## config.mk

```make
export PLATFORM = sky130hd
export DESIGN_NAME = mo_fetch
export DESIGN_NICKNAME = d
export VERILOG_FILES = /design/src/rtl/mo_fetch.sv
export SDC_FILE = /design/constraint.sdc
export NUM_CORES = 1
export LEC_CHECK = 0
export BUFFER_PORTS_ARGS = -buffer_cell sky130_fd_sc_hd__clkbuf_2
export CORE_MARGIN = 3
export CORE_UTILIZATION = 30
export CTS_BUF_LIST = sky130_fd_sc_hd__clkbuf_8
export DETAILED_ROUTE_END_ITERATION = 8
export PLACE_DENSITY_LB_ADDON = 0.05
export SLEW_MARGIN = 20
export SYNTH_ARGS = -nofsm -noshare
export SYNTH_HDL_FRONTEND = slang
export SYNTH_SLANG_ARGS = --single-unit
```

## constraint.sdc

```tcl
create_clock -name clk -period 2.6 [get_ports clk]
set_input_delay 0.52 -clock clk [delete_from_list [all_inputs] [get_ports clk]]
set_output_delay 0.52 -clock clk [all_outputs]
set_load 0.02 [all_outputs]
```

## src/rtl/mo_fetch.sv

```systemverilog
// mo_fetch: per-line motion-object scanner.
//
// On hblank_start the block walks NUM_MO four-byte entries of the motion-object table
// at word address MO_BASE in working RAM. Each entry is read as two 16-bit words:
//   word 0: [7:0] picture code, [15:8] color/flags
//   word 1: [7:0] vertical position, [15:8] horizontal position
// An entry is on the next line when (vcount + 1 - vpos) mod 256 < 16. Up to MAX_HITS
// matching entries are handed to the renderer through a valid/ready port. A further
// match sets overflow and ends the scan early.
//
// Ports:
//   clk, reset, ce       clock, synchronous active-high reset, clock enable
//   hblank_start, vcount scan start pulse and current video line
//   ram_addr, ram_rd     working-RAM read port (ram_addr is used when ram_rd is high)
//   ram_q                RAM word, valid on the ce cycle after the address
//   mo_valid, mo_ready   descriptor handshake
//   mo_pic, mo_attr      picture code and color/flags
//   mo_row, mo_hpos      row within the 16-line object and horizontal position
//   scan_done, overflow  end-of-scan pulse and sticky too-many-objects flag
module mo_fetch #(
  parameter logic [10:0] MO_BASE  = 11'h480,
  parameter int unsigned NUM_MO   = 40,
  parameter int unsigned MAX_HITS = 8
) (
  input  logic        clk,
  input  logic        reset,
  input  logic        ce,
  input  logic        hblank_start,
  input  logic [7:0]  vcount,
  output logic [10:0] ram_addr,
  output logic        ram_rd,
  input  logic [15:0] ram_q,
  output logic        mo_valid,
  input  logic        mo_ready,
  output logic [7:0]  mo_pic,
  output logic [7:0]  mo_attr,
  output logic [3:0]  mo_row,
  output logic [7:0]  mo_hpos,
  output logic        scan_done,
  output logic        overflow
);

  localparam int unsigned IdxW = (NUM_MO > 1) ? $clog2(NUM_MO) : 1;
  localparam int unsigned HitW = $clog2(MAX_HITS + 1);
  localparam logic [IdxW-1:0] LastIdx  = IdxW'(NUM_MO - 1);
  localparam logic [HitW-1:0] HitLimit = HitW'(MAX_HITS);

  typedef enum logic [2:0] {StIdle, StRd0, StRd1, StCap, StPush, StDone} state_e;

  state_e          state_q;
  logic [IdxW-1:0] idx_q;
  logic [HitW-1:0] hits_q;
  logic [7:0]      target_q;
  logic [10:0]     obj_base_q;  // MO_BASE + 2 * idx_q, kept incrementally

  logic [7:0] diff;
  logic       hit;
  logic       advance;
  logic       last_obj;

  // In StCap ram_q carries word 1 of the current entry (vpos / hpos).
  assign diff     = target_q - ram_q[7:0];
  assign hit      = (diff[7:4] == 4'd0);
  assign last_obj = (idx_q == LastIdx);
  // Current entry is finished: either it missed or its descriptor was taken.
  assign advance  = ((state_q == StCap) && !hit) || ((state_q == StPush) && mo_ready);

  always_ff @(posedge clk) begin
    if (reset) begin
      state_q    <= StIdle;
      idx_q      <= '0;
      hits_q     <= '0;
      target_q   <= '0;
      obj_base_q <= '0;
      ram_addr   <= '0;
      ram_rd     <= 1'b0;
      mo_valid   <= 1'b0;
      mo_pic     <= '0;
      mo_attr    <= '0;
      mo_row     <= '0;
      mo_hpos    <= '0;
      scan_done  <= 1'b0;
      overflow   <= 1'b0;
    end else if (ce) begin
      scan_done <= 1'b0;
      if (hblank_start) begin
        // Start, or abort and restart, a scan for the next line.
        state_q    <= StRd0;
        idx_q      <= '0;
        hits_q     <= '0;
        overflow   <= 1'b0;
        target_q   <= vcount + 8'd1;
        obj_base_q <= MO_BASE;
        ram_addr   <= MO_BASE;
        ram_rd     <= 1'b1;
        mo_valid   <= 1'b0;
      end else begin
        unique case (state_q)
          StIdle: ;
          StRd0: begin
            ram_addr <= ram_addr + 11'd1;
            state_q  <= StRd1;
          end
          StRd1: begin
            mo_pic  <= ram_q[7:0];
            mo_attr <= ram_q[15:8];
            ram_rd  <= 1'b0;
            state_q <= StCap;
          end
          StCap: begin
            if (hit) begin
              if (hits_q == HitLimit) begin
                overflow  <= 1'b1;
                scan_done <= 1'b1;
                state_q   <= StDone;
              end else begin
                mo_row   <= diff[3:0];
                mo_hpos  <= ram_q[15:8];
                mo_valid <= 1'b1;
                state_q  <= StPush;
              end
            end
          end
          StPush: begin
            if (mo_ready) begin
              mo_valid <= 1'b0;
              hits_q   <= hits_q + HitW'(1);
            end
          end
          StDone:  state_q <= StIdle;
          default: state_q <= StIdle;
        endcase

        if (advance) begin
          if (last_obj) begin
            scan_done <= 1'b1;
            state_q   <= StDone;
          end else begin
            idx_q      <= idx_q + IdxW'(1);
            obj_base_q <= obj_base_q + 11'd2;
            ram_addr   <= obj_base_q + 11'd2;
            ram_rd     <= 1'b1;
            state_q    <= StRd0;
          end
        end
      end
    end
  end

endmodule

```

==> flow_metrics.env, run 1 <==
export IMPL_final_hold_viol_count=0
export IMPL_preCtsSetupSlack_ns=-0.269
export IMPL_yosys_register_bits=74
export IMPL_startpoint_type="flip-flop"
export IMPL_fin_crit_ns=2.51
export IMPL_min_path_cells=2
export IMPL_grt_pass1_vias=3627
export IMPL_grt_max_degree=46
export IMPL_die_area_um2=14600
export IMPL_synth_edff_count=0
export IMPL_wire_per_inst_um=15.1
export IMPL_totalPowerFinal_mw=2.77
export IMPL_ys_warn_count=0
export IMPL_fin_ws_ns=0.0882
export IMPL_async_reset_ff_share_pct=0
export IMPL_status="complete, no violations"
export IMPL_cap_violations=0
export IMPL_slew_violations=0
export IMPL_hpwl_um=8370
export IMPL_overflow=0
export IMPL_synthDistinctLibCells=65
export IMPL_synthFlopType="dfxtp_1"
export IMPL_cts_hold_fix_buffers=0
export IMPL_fin_cells=759
export IMPL_ioPinCount=72
export IMPL_path_class="flip-flop to flip-flop"
export IMPL_via_per_inst=5.00
export IMPL_maxSlewHeadroom_pct=51.7
export IMPL_r2r_cells=12
export IMPL_grt_pass1_wl_um=18400
export IMPL_coreArea_um2=12700
export IMPL_tightestPinTransition_ns=0.722
export IMPL_reg2reg_from="target_q[0]"
export IMPL_antenna_found_initial=0
export IMPL_crit_fanout=7
export IMPL_fmax_ghz=0.398
export IMPL_whs_endpoint="target_q[0]"
export IMPL_dp_cells=737
export IMPL_p_per_area_nw_per_um2=535
export IMPL_syn_instance_count=477
export IMPL_min_path_type="input pin to flip-flop"
export IMPL_die_x_um=121
export IMPL_htree_levels=3
export IMPL_cts_tree="done"
export IMPL_root_buffer="clkbuf_8"
export IMPL_period_share_pct=96.6
export IMPL_drtIter0Drc=149
export IMPL_ant_nets=0
export IMPL_drive_gt1_share_pct=27.9
export IMPL_dieHeight_um=121
export IMPL_cts_sinks=74
export IMPL_diodes=0
export IMPL_seq_area_frac_synth_pct=37.5
export IMPL_rsz0062_at_grt="true"
export IMPL_placed_area_um2=4800
export IMPL_vias=3798
export IMPL_vdd_ir_drop_max_v=0.000193
export IMPL_worst_ep_arrival_time_ns=2.75
export IMPL_area_growth_synth_to_final_pct=31.1
export IMPL_numCtsBuffers=9
export IMPL_cp_required_ns=2.84
export IMPL_r2r_setup_slack_ns=0.09
export IMPL_wl_um=11500
export IMPL_rr_endpoint="mo_hpos[0]"
export IMPL_syn_num_nets=520
export IMPL_holdWs_ns=0.361
export IMPL_setup_viol_count_final=0
export IMPL_clk_pin_slew_ns=0.08
export IMPL_syn_area_um2=3950
export IMPL_fin_skew_ns=0.0113
export IMPL_leakage_nw=2.04
export IMPL_end_kind="flip-flop"
export IMPL_drc=0
export IMPL_globalplace_congestion=0.773
export IMPL_rows=41
export IMPL_port_buffers=71
export IMPL_firstDrtPassIters=4
export IMPL_nets=625
export IMPL_stdcell_area_um2=5170
export IMPL_hold_start="vcount[0]"
export IMPL_clockBufferDepth=2
export IMPL_avgSynthCellArea_um2=8.28
export IMPL_track_usage_pct=16.0
export IMPL_clkLatencyLatePin_ns=0.37
export IMPL_initial_core_util_pct=31.0
-- through the flow --
stage,util [%],setup TNS [ns]
6_report,40.7,0
5_1_grt,40.7,-0.380
4_1_cts,39.7,0
3_5_place_dp,37.7,-6.42
3_3_place_gp,37.7,-6.31
2_1_floorplan,-,0
-- flip-flops by register name, indices dropped and copies added (netlist names) --
name and cells:
mo_attr 8, mo_pic 8, hits_q 4, mo_valid 1
ram_rd 1, target_q 8, mo_hpos 8, mo_row 4
obj_base_q 10, state_q 3, ram_addr 11, overflow 1
idx_q 6, scan_done 1
-- routing by layer --
layer / wire length, um / global-route usage [%] / vias to the layer above
met3: 463 / 3.04 / 15
li1: - / - / 1910
met1: 5280 / 20.7 / 1797
met5: 0 / 0 / -
met2: 5520 / 26.2 / 76
met4: 223 / 6.59 / 0
-- critical path, cell delays in order (launching register included) --
cell       delay (ns)
dfxtp_2          0.33
inv_2            0.04
ha_4             0.15
fa_2             0.33
nand2b_4         0.16
a21oi_4          0.13
mux2i_2          0.24
buf_4            0.15
nand3_4          0.11
nor3_4           0.30
clkbuf_16        0.22
mux2i_1          0.18
nor2_1           0.05
-- worst max path at each step --
stage / end / slack [ns] / startpoint / cells after the start
6_report: mo_hpos[0] / 0.09 / target_q[0] / 12
3_3_place_gp: state_q[2] / -0.27 / ram_q[0] / 10
5_1_grt: mo_hpos[1] / -0.06 / target_q[0] / 12
4_1_cts: state_q[2] / 0.03 / target_q[0] / 10
3_5_place_dp: state_q[2] / -0.27 / ram_q[0] / 10
2_1_floorplan: mo_hpos[4] / 0.009 / ram_q[0] / 10
-- timing repair --
| action | CTS | global route |
|---|---|---|
| cloned | 0 | 1 |
| pin swaps | 0 | 12 |
| buffers inserted | 0 | 5 |
| gates resized for setup | 1 | 13 |
| endpoints found under the setup margin | 3 | 42 |
-- report_power, final --
| group | switching (mW) | total (mW) | internal, mW |
|---|---|---|---|
| logic | 0.238 | 0.429 | 0.192 |
| clock network | 0.467 | 1.15 | 0.687 |
| registers | 0.0261 | 1.18 | 1.16 |
-- final cells by class --
cell class              instances  area (um2)
clock buffers                  11         151
clock inverters                 5         100
fillers                      1352        7550
inverters                      20        75.1
multi-input cells             360        2380
flip-flops and latches         74        1480
well taps                     172         215
repair buffers                117         772
-- cell usage after synthesis (2+ instances only) --
| cell | instances | share of area, % |
|---|---|---|
| nand4b_1 | 2 | 0.44 |
| o31ai_1 | 3 | 0.57 |
| a21o_1 | 3 | 0.57 |
| o21ai_0 | 13 | 1.6 |
| nor2_1 | 64 | 6.1 |
| and2_1 | 2 | 0.32 |
| dfxtp_1 | 74 | 38 |
| a311oi_1 | 2 | 0.44 |
| a32oi_1 | 2 | 0.44 |
| clkbuf_1 | 16 | 1.5 |
| o311ai_0 | 3 | 0.67 |
| nand2_1 | 61 | 5.8 |
| buf_2 | 5 | 0.63 |
| nor4_1 | 3 | 0.48 |
| nand3_1 | 23 | 2.9 |
| a211oi_1 | 11 | 2.1 |
| inv_1 | 19 | 1.8 |
| a31oi_1 | 8 | 1.3 |
| nand2b_1 | 7 | 1.1 |
| o22ai_1 | 5 | 0.79 |
| a211o_1 | 2 | 0.44 |
| nand4_1 | 3 | 0.48 |
| xor2_1 | 9 | 2.0 |
| and3_1 | 6 | 0.95 |
| nor3_1 | 8 | 1.0 |
| a41oi_1 | 2 | 0.44 |
| a211oi_2 | 2 | 0.63 |
| mux2i_1 | 14 | 3.5 |
| or3_1 | 2 | 0.32 |
| or4_1 | 3 | 0.57 |
| a22o_1 | 3 | 0.67 |
| a21oi_1 | 39 | 4.9 |
| a21oi_2 | 2 | 0.44 |
| xnor2_1 | 6 | 1.3 |
| a22oi_1 | 7 | 1.3 |
| ha_1 | 13 | 4.1 |
| nor3_4 | 2 | 0.82 |
-- placed cells by master (no fill, tap or decap), types with 9 or more instances in the layout --
master    instances
ha_1             12
nand2_1          61
a211oi_1         11
clkbuf_8         11
o21ai_0          13
a21oi_1          38
clkbuf_2         71
buf_4            40
xor2_1            9
nand3_1          23
mux2i_1          12
inv_1            18
nor2_1           63
dfxtp_1          73
-- kinds of logic (layout without fill, tap and decap cells) --
logic type | Yosys count | after routing | synth area share, %
compound gates | 117 | 117 | 20.9
fa+ha+maj | 14 | 14 | 4.63
xor+xnor | 18 | 18 | 4.85
simple gates | 197 | 197 | 24.1
buf+inv | 43 | 153 | 4.53
flops | 74 | 74 | 37.5
mux | 14 | 14 | 3.55
No activity file was read; power rests on OpenSTA's default activity.
==> run 2, diff against run 1 <==
- MAX_ROUTING_LAYER: unset -> met4
==> flow_metrics.env, run 2 (synthesized netlist as in run 1, its figures left out) <==
export IMPL_status="complete, no violations"
export IMPL_min_path_type="input pin to flip-flop"
export IMPL_cts_hold_fix_buffers=0
export IMPL_numCtsBuffers=9
export IMPL_clkLatencyLatePin_ns=0.37
export IMPL_track_usage_pct=16.5
export IMPL_slew_violations=0
export IMPL_overflow=0
export IMPL_clockBufferDepth=2
export IMPL_maxSlewHeadroom_pct=51.6
export IMPL_cp_required_ns=2.84
export IMPL_wire_per_inst_um=15.1
export IMPL_coreArea_um2=12700
export IMPL_globalplace_congestion=0.783
export IMPL_clk_pin_slew_ns=0.08
export IMPL_grt_pass1_vias=3615
export IMPL_dieHeight_um=121
export IMPL_reg_top3="ram_addr (11), obj_base_q (10)"
export IMPL_die_area_um2=14600
export IMPL_grt_pass1_wl_um=18500
export IMPL_leakage_nw=2.04
export IMPL_cts_tree="done"
export IMPL_drc=0
export IMPL_rows=41
export IMPL_rsz0062_at_grt="true"
export IMPL_die_x_um=121
export IMPL_end_kind="flip-flop"
export IMPL_final_hold_viol_count=0
export IMPL_wl_um=11500
export IMPL_diodes=0
export IMPL_nets=625
export IMPL_p_per_area_nw_per_um2=535
export IMPL_grt_max_degree=46
export IMPL_period_share_pct=96.6
export IMPL_largest_reg_flops=11
export IMPL_fin_skew_ns=0.0101
export IMPL_crit_fanout=7
export IMPL_ant_nets=0
export IMPL_vias=3769
export IMPL_cts_sinks=74
export IMPL_path_class="flip-flop to flip-flop"
export IMPL_via_per_inst=4.97
export IMPL_fin_crit_ns=2.51
export IMPL_stdcell_area_um2=5170
export IMPL_antenna_found_initial=0
export IMPL_setup_tns_ns=0
export IMPL_htree_levels=3
export IMPL_ioPinCount=72
export IMPL_final_cell_mix="dfxtp_1 (73), clkbuf_2 (71), nor2_1 (63), nand2_1 (61), buf_4 (40)"
export IMPL_startpoint_type="flip-flop"
export IMPL_final_fill_count=1352
export IMPL_hpwl_um=8370
export IMPL_port_buffers=71
export IMPL_vdd_ir_drop_max_v=0.000193
export IMPL_drtIter0Drc=159
export IMPL_firstDrtPassIters=4
export IMPL_drive_gt1_share_pct=27.9
export IMPL_regMostFlops="ram_addr"
export IMPL_final_common_cell="dfxtp_1"
export IMPL_placed_area_um2=4800
export IMPL_worst_ep_arrival_time_ns=2.75
export IMPL_area_growth_synth_to_final_pct=31.1
export IMPL_tightestPinTransition_ns=0.724
export IMPL_initial_core_util_pct=31.0
export IMPL_fmax_ghz=0.398
export IMPL_cap_violations=0
export IMPL_root_buffer="clkbuf_8"
export IMPL_setup_viol_count_final=0
[run 2: cell counts in the layout (fill, tap and decap cells not counted)]
Identical to the previous run, type by type.
[run 2: cell type report]
type,count,area (um2),share of cell area [%]
timing repair buffer,117,772,14.9
clock buffer,11,151,2.93
clock inverter,5,100,1.93
sequential,74,1480,28.7
multi-input combinational,360,2380,46.0
tap,172,215,4.16
inverter,20,75.1,1.45
[run 2: worst paths after layout]
kind	from	end	slack (ns)	cells past startpoint
max	target_q[0]	mo_hpos[7]	0.09	12
min	vcount[0]	target_q[0]	0.36	2
max reg2reg	target_q[0]	mo_hpos[7]	0.09	12
min reg2reg	mo_pic[6]	mo_pic[6]	0.46	2
[run 2: report_power, final]
part           switching [mW]  internal, mW  leakage, nW
Sequential             0.0261          1.16        0.599
Clock                   0.468         0.687        0.129
Combinational           0.238         0.192         1.31
[run 2: timing repair]
item / 4_1_cts / 5_1_grt
pin swaps: 0 / 12
resized for setup: 1 / 13
endpoints found under the setup margin: 3 / 42
setup buffers: 0 / 5
hold endpoints to repair: 0 / 0
gates cloned: 0 / 1
[run 2: metal layers]
layer  track usage (%)  wire length (um)  vias to the layer above
met3              2.90               364                       15
met5                 -                 0                        -
li1                  -                 -                     1911
met4              6.59               223                        0
met2              26.1              5500                       61
met1              21.0              5380                     1782
[run 2: per-stage QoR]
stage | worst slack (ns) | power (mW) | instances | hold WS (ns) | utilization [%]
floorplan | 0.00881 | 1.45 | 477 | 0.435 | -
global placement | -0.273 | 1.61 | 737 | 0.444 | 37.7
detailed placement | -0.269 | 1.61 | 737 | 0.447 | 37.7
CTS | 0.0288 | 2.77 | 753 | 0.358 | 39.7
global route | -0.0575 | 2.90 | 759 | 0.359 | 40.7
finish | 0.0880 | 2.77 | 759 | 0.360 | 40.7
[run 2: critical path: stages (launching register included)]
cell	delay, ns
dfxtp_2	0.33
inv_2	0.04
ha_4	0.15
fa_2	0.33
nand2b_4	0.16
a21oi_4	0.13
mux2i_2	0.24
buf_4	0.15
nand3_4	0.11
nor3_4	0.30
clkbuf_16	0.22
mux2i_1	0.18
nor2_1	0.05
==> run 3, diff against run 2 <==
--- a/config.mk
+++ b/config.mk
@@ -11,2 +11,3 @@
 export CTS_BUF_LIST = sky130_fd_sc_hd__clkbuf_8
+export CTS_CLUSTER_SIZE = 12
 export DETAILED_ROUTE_END_ITERATION = 8
==> constraint.sdc (replaced) <==
create_clock -name clk -period 2.6 [get_ports clk]
set_input_delay 0.13 -clock clk [delete_from_list [all_inputs] [get_ports clk]]
set_output_delay 0.13 -clock clk [all_outputs]
set_load 0.02 [all_outputs]
==> flow_metrics.env, run 3 (synthesized netlist as in run 1, its figures left out) <==
export IMPL_status="complete, no violations"
export IMPL_ioPinCount=72
export IMPL_die_area_um2=14600
export IMPL_clockBufferDepth=2
export IMPL_diodes=0
export IMPL_drc=0
export IMPL_die_x_um=121
export IMPL_dieHeight_um=121
export IMPL_cts_tree="done"
export IMPL_firstDrtPassIters=4
export IMPL_track_usage_pct=16.3
export IMPL_grt_max_degree=40
export IMPL_grt_pass1_wl_um=18300
export IMPL_nets=623
export IMPL_reg_top3="ram_addr (11), obj_base_q (10)"
export IMPL_regMostFlops="ram_addr"
export IMPL_leakage_nw=1.99
export IMPL_ant_nets=0
export IMPL_final_hold_viol_count=0
export IMPL_antenna_found_initial=0
export IMPL_fin_skew_ns=0.00921
export IMPL_largest_reg_flops=11
export IMPL_final_cell_mix="dfxtp_1 (73), clkbuf_2 (71), nor2_1 (64), nand2_1 (61), a21oi_1 (37)"
export IMPL_p_per_area_nw_per_um2=508
export IMPL_multi_input_area_um2=2380
export IMPL_pwr_share_comb_pct=15.9
export IMPL_globalplace_congestion=0.828
export IMPL_preCtsSetupSlack_ns=-0.138
export IMPL_clkLatencyLatePin_ns=0.37
export IMPL_final_fill_count=1350
export IMPL_totalPowerFinal_mw=2.61
export IMPL_fmax_ghz=0.396
export IMPL_maxSlewHeadroom_pct=56.7
export IMPL_crit_fanout=4
export IMPL_path_class="input pin to flip-flop"
export IMPL_seqCellArea_um2=1480
export IMPL_initial_core_util_pct=31.0
export IMPL_worst_ep_arrival_time_ns=2.83
export IMPL_overflow=0
export IMPL_period_share_pct=97.1
export IMPL_vdd_ir_drop_max_v=0.000291
export IMPL_vias=3748
export IMPL_cap_violations=0
export IMPL_via_per_inst=4.95
export IMPL_wire_per_inst_um=15.2
export IMPL_drive_gt1_share_pct=25.5
export IMPL_tightestPinTransition_ns=0.647
export IMPL_final_common_cell="dfxtp_1"
export IMPL_seq_power_share_pct=45.3
export IMPL_setup_viol_count_final=0
export IMPL_rows=41
export IMPL_fin_ws_ns=0.0754
export IMPL_port_buffers=71
export IMPL_cp_required_ns=2.90
export IMPL_switching_share_pct=28.1
export IMPL_cts_sinks=74
export IMPL_htree_levels=3
export IMPL_startpoint_type="input pin"
export IMPL_grt_pass1_vias=3520
export IMPL_switchingPower_mw=0.732
export IMPL_clk_pin_slew_ns=0.08
export IMPL_intPower_mw=1.87
export IMPL_numCtsBuffers=9
export IMPL_coreArea_um2=12700
export IMPL_wl_um=11500
export IMPL_slew_violations=0
export IMPL_end_kind="flip-flop"
export IMPL_drtIter0Drc=240
export IMPL_hpwl_um=8270
export IMPL_min_path_type="input pin to flip-flop"
export IMPL_area_growth_synth_to_final_pct=30.0
export IMPL_clock_power_share_pct=38.8
export IMPL_fin_crit_ns=2.52
export IMPL_root_buffer="clkbuf_8"
[run 3: final timing paths]
kind / startpoint / end / slack [ns] / cells after the start
setup reg to reg: target_q[0] / state_q[2] / 0.08 / 10
hold reg to reg: mo_attr[7] / mo_attr[7] / 0.46 / 2
hold / removal: ram_q[1] / mo_pic[1] / 0.04 / 3
setup / recovery: ram_q[2] / idx_q[5] / 0.08 / 12
[run 3: repair_timing]
item,4_1_cts,5_1_grt
resized for setup,5,14
hold buffers,15,0
hold endpoints to repair,21,0
pin swaps,3,9
endpoints found under the setup margin,28,43
setup buffers,0,5
[run 3: layout make-up]
class	count	area share, %
Clock buffer	9	2.41
Inverter	20	1.46
Sequential cell	74	28.9
Clock inverter	7	1.83
Timing Repair Buffer	115	14.8
Multi-Input combinational cell	360	46.4
Tap cell	172	4.19
[run 3: layer usage]
metal,share of wire (%),track usage (%)
met5,0,-
met4,1.4,5.67
met3,4.6,3.88
met2,46,24.6
met1,48,21.4
[run 3: power by group through the flow]
stage	registers (mW)	clock network (mW)	logic, mW
detailed placement	1.21	0	0.365
global route	1.19	1.10	0.459
floorplan	1.22	0	0.226
global placement	1.21	0	0.364
finish	1.18	1.01	0.415
CTS	1.18	1.06	0.392
[run 3: critical path, stage by stage]
cell           delay (ns)
dlygate4sd3_1        0.54
clkbuf_2             0.11
inv_1                0.06
ha_2                 0.31
o21ai_2              0.20
a21o_1               0.17
o2bb2ai_4            0.18
xor2_4               0.22
nor3_4               0.07
buf_4                0.16
or4_1                0.50
a31oi_1              0.16
[run 3: metrics by stage]
step	instance area (um2)	util [%]	hold WS [ns]	TNS (ns)	std cells
finish	5130	40.3	0.0426	0	757
global route	5130	40.3	0.0373	-0.0790	757
CTS	5020	39.5	0.0190	-0.0560	752
detailed placement	4640	36.4	0.370	-0.455	721
global placement	4640	36.4	0.367	-0.220	721
floorplan	3950	-	0.226	0	477
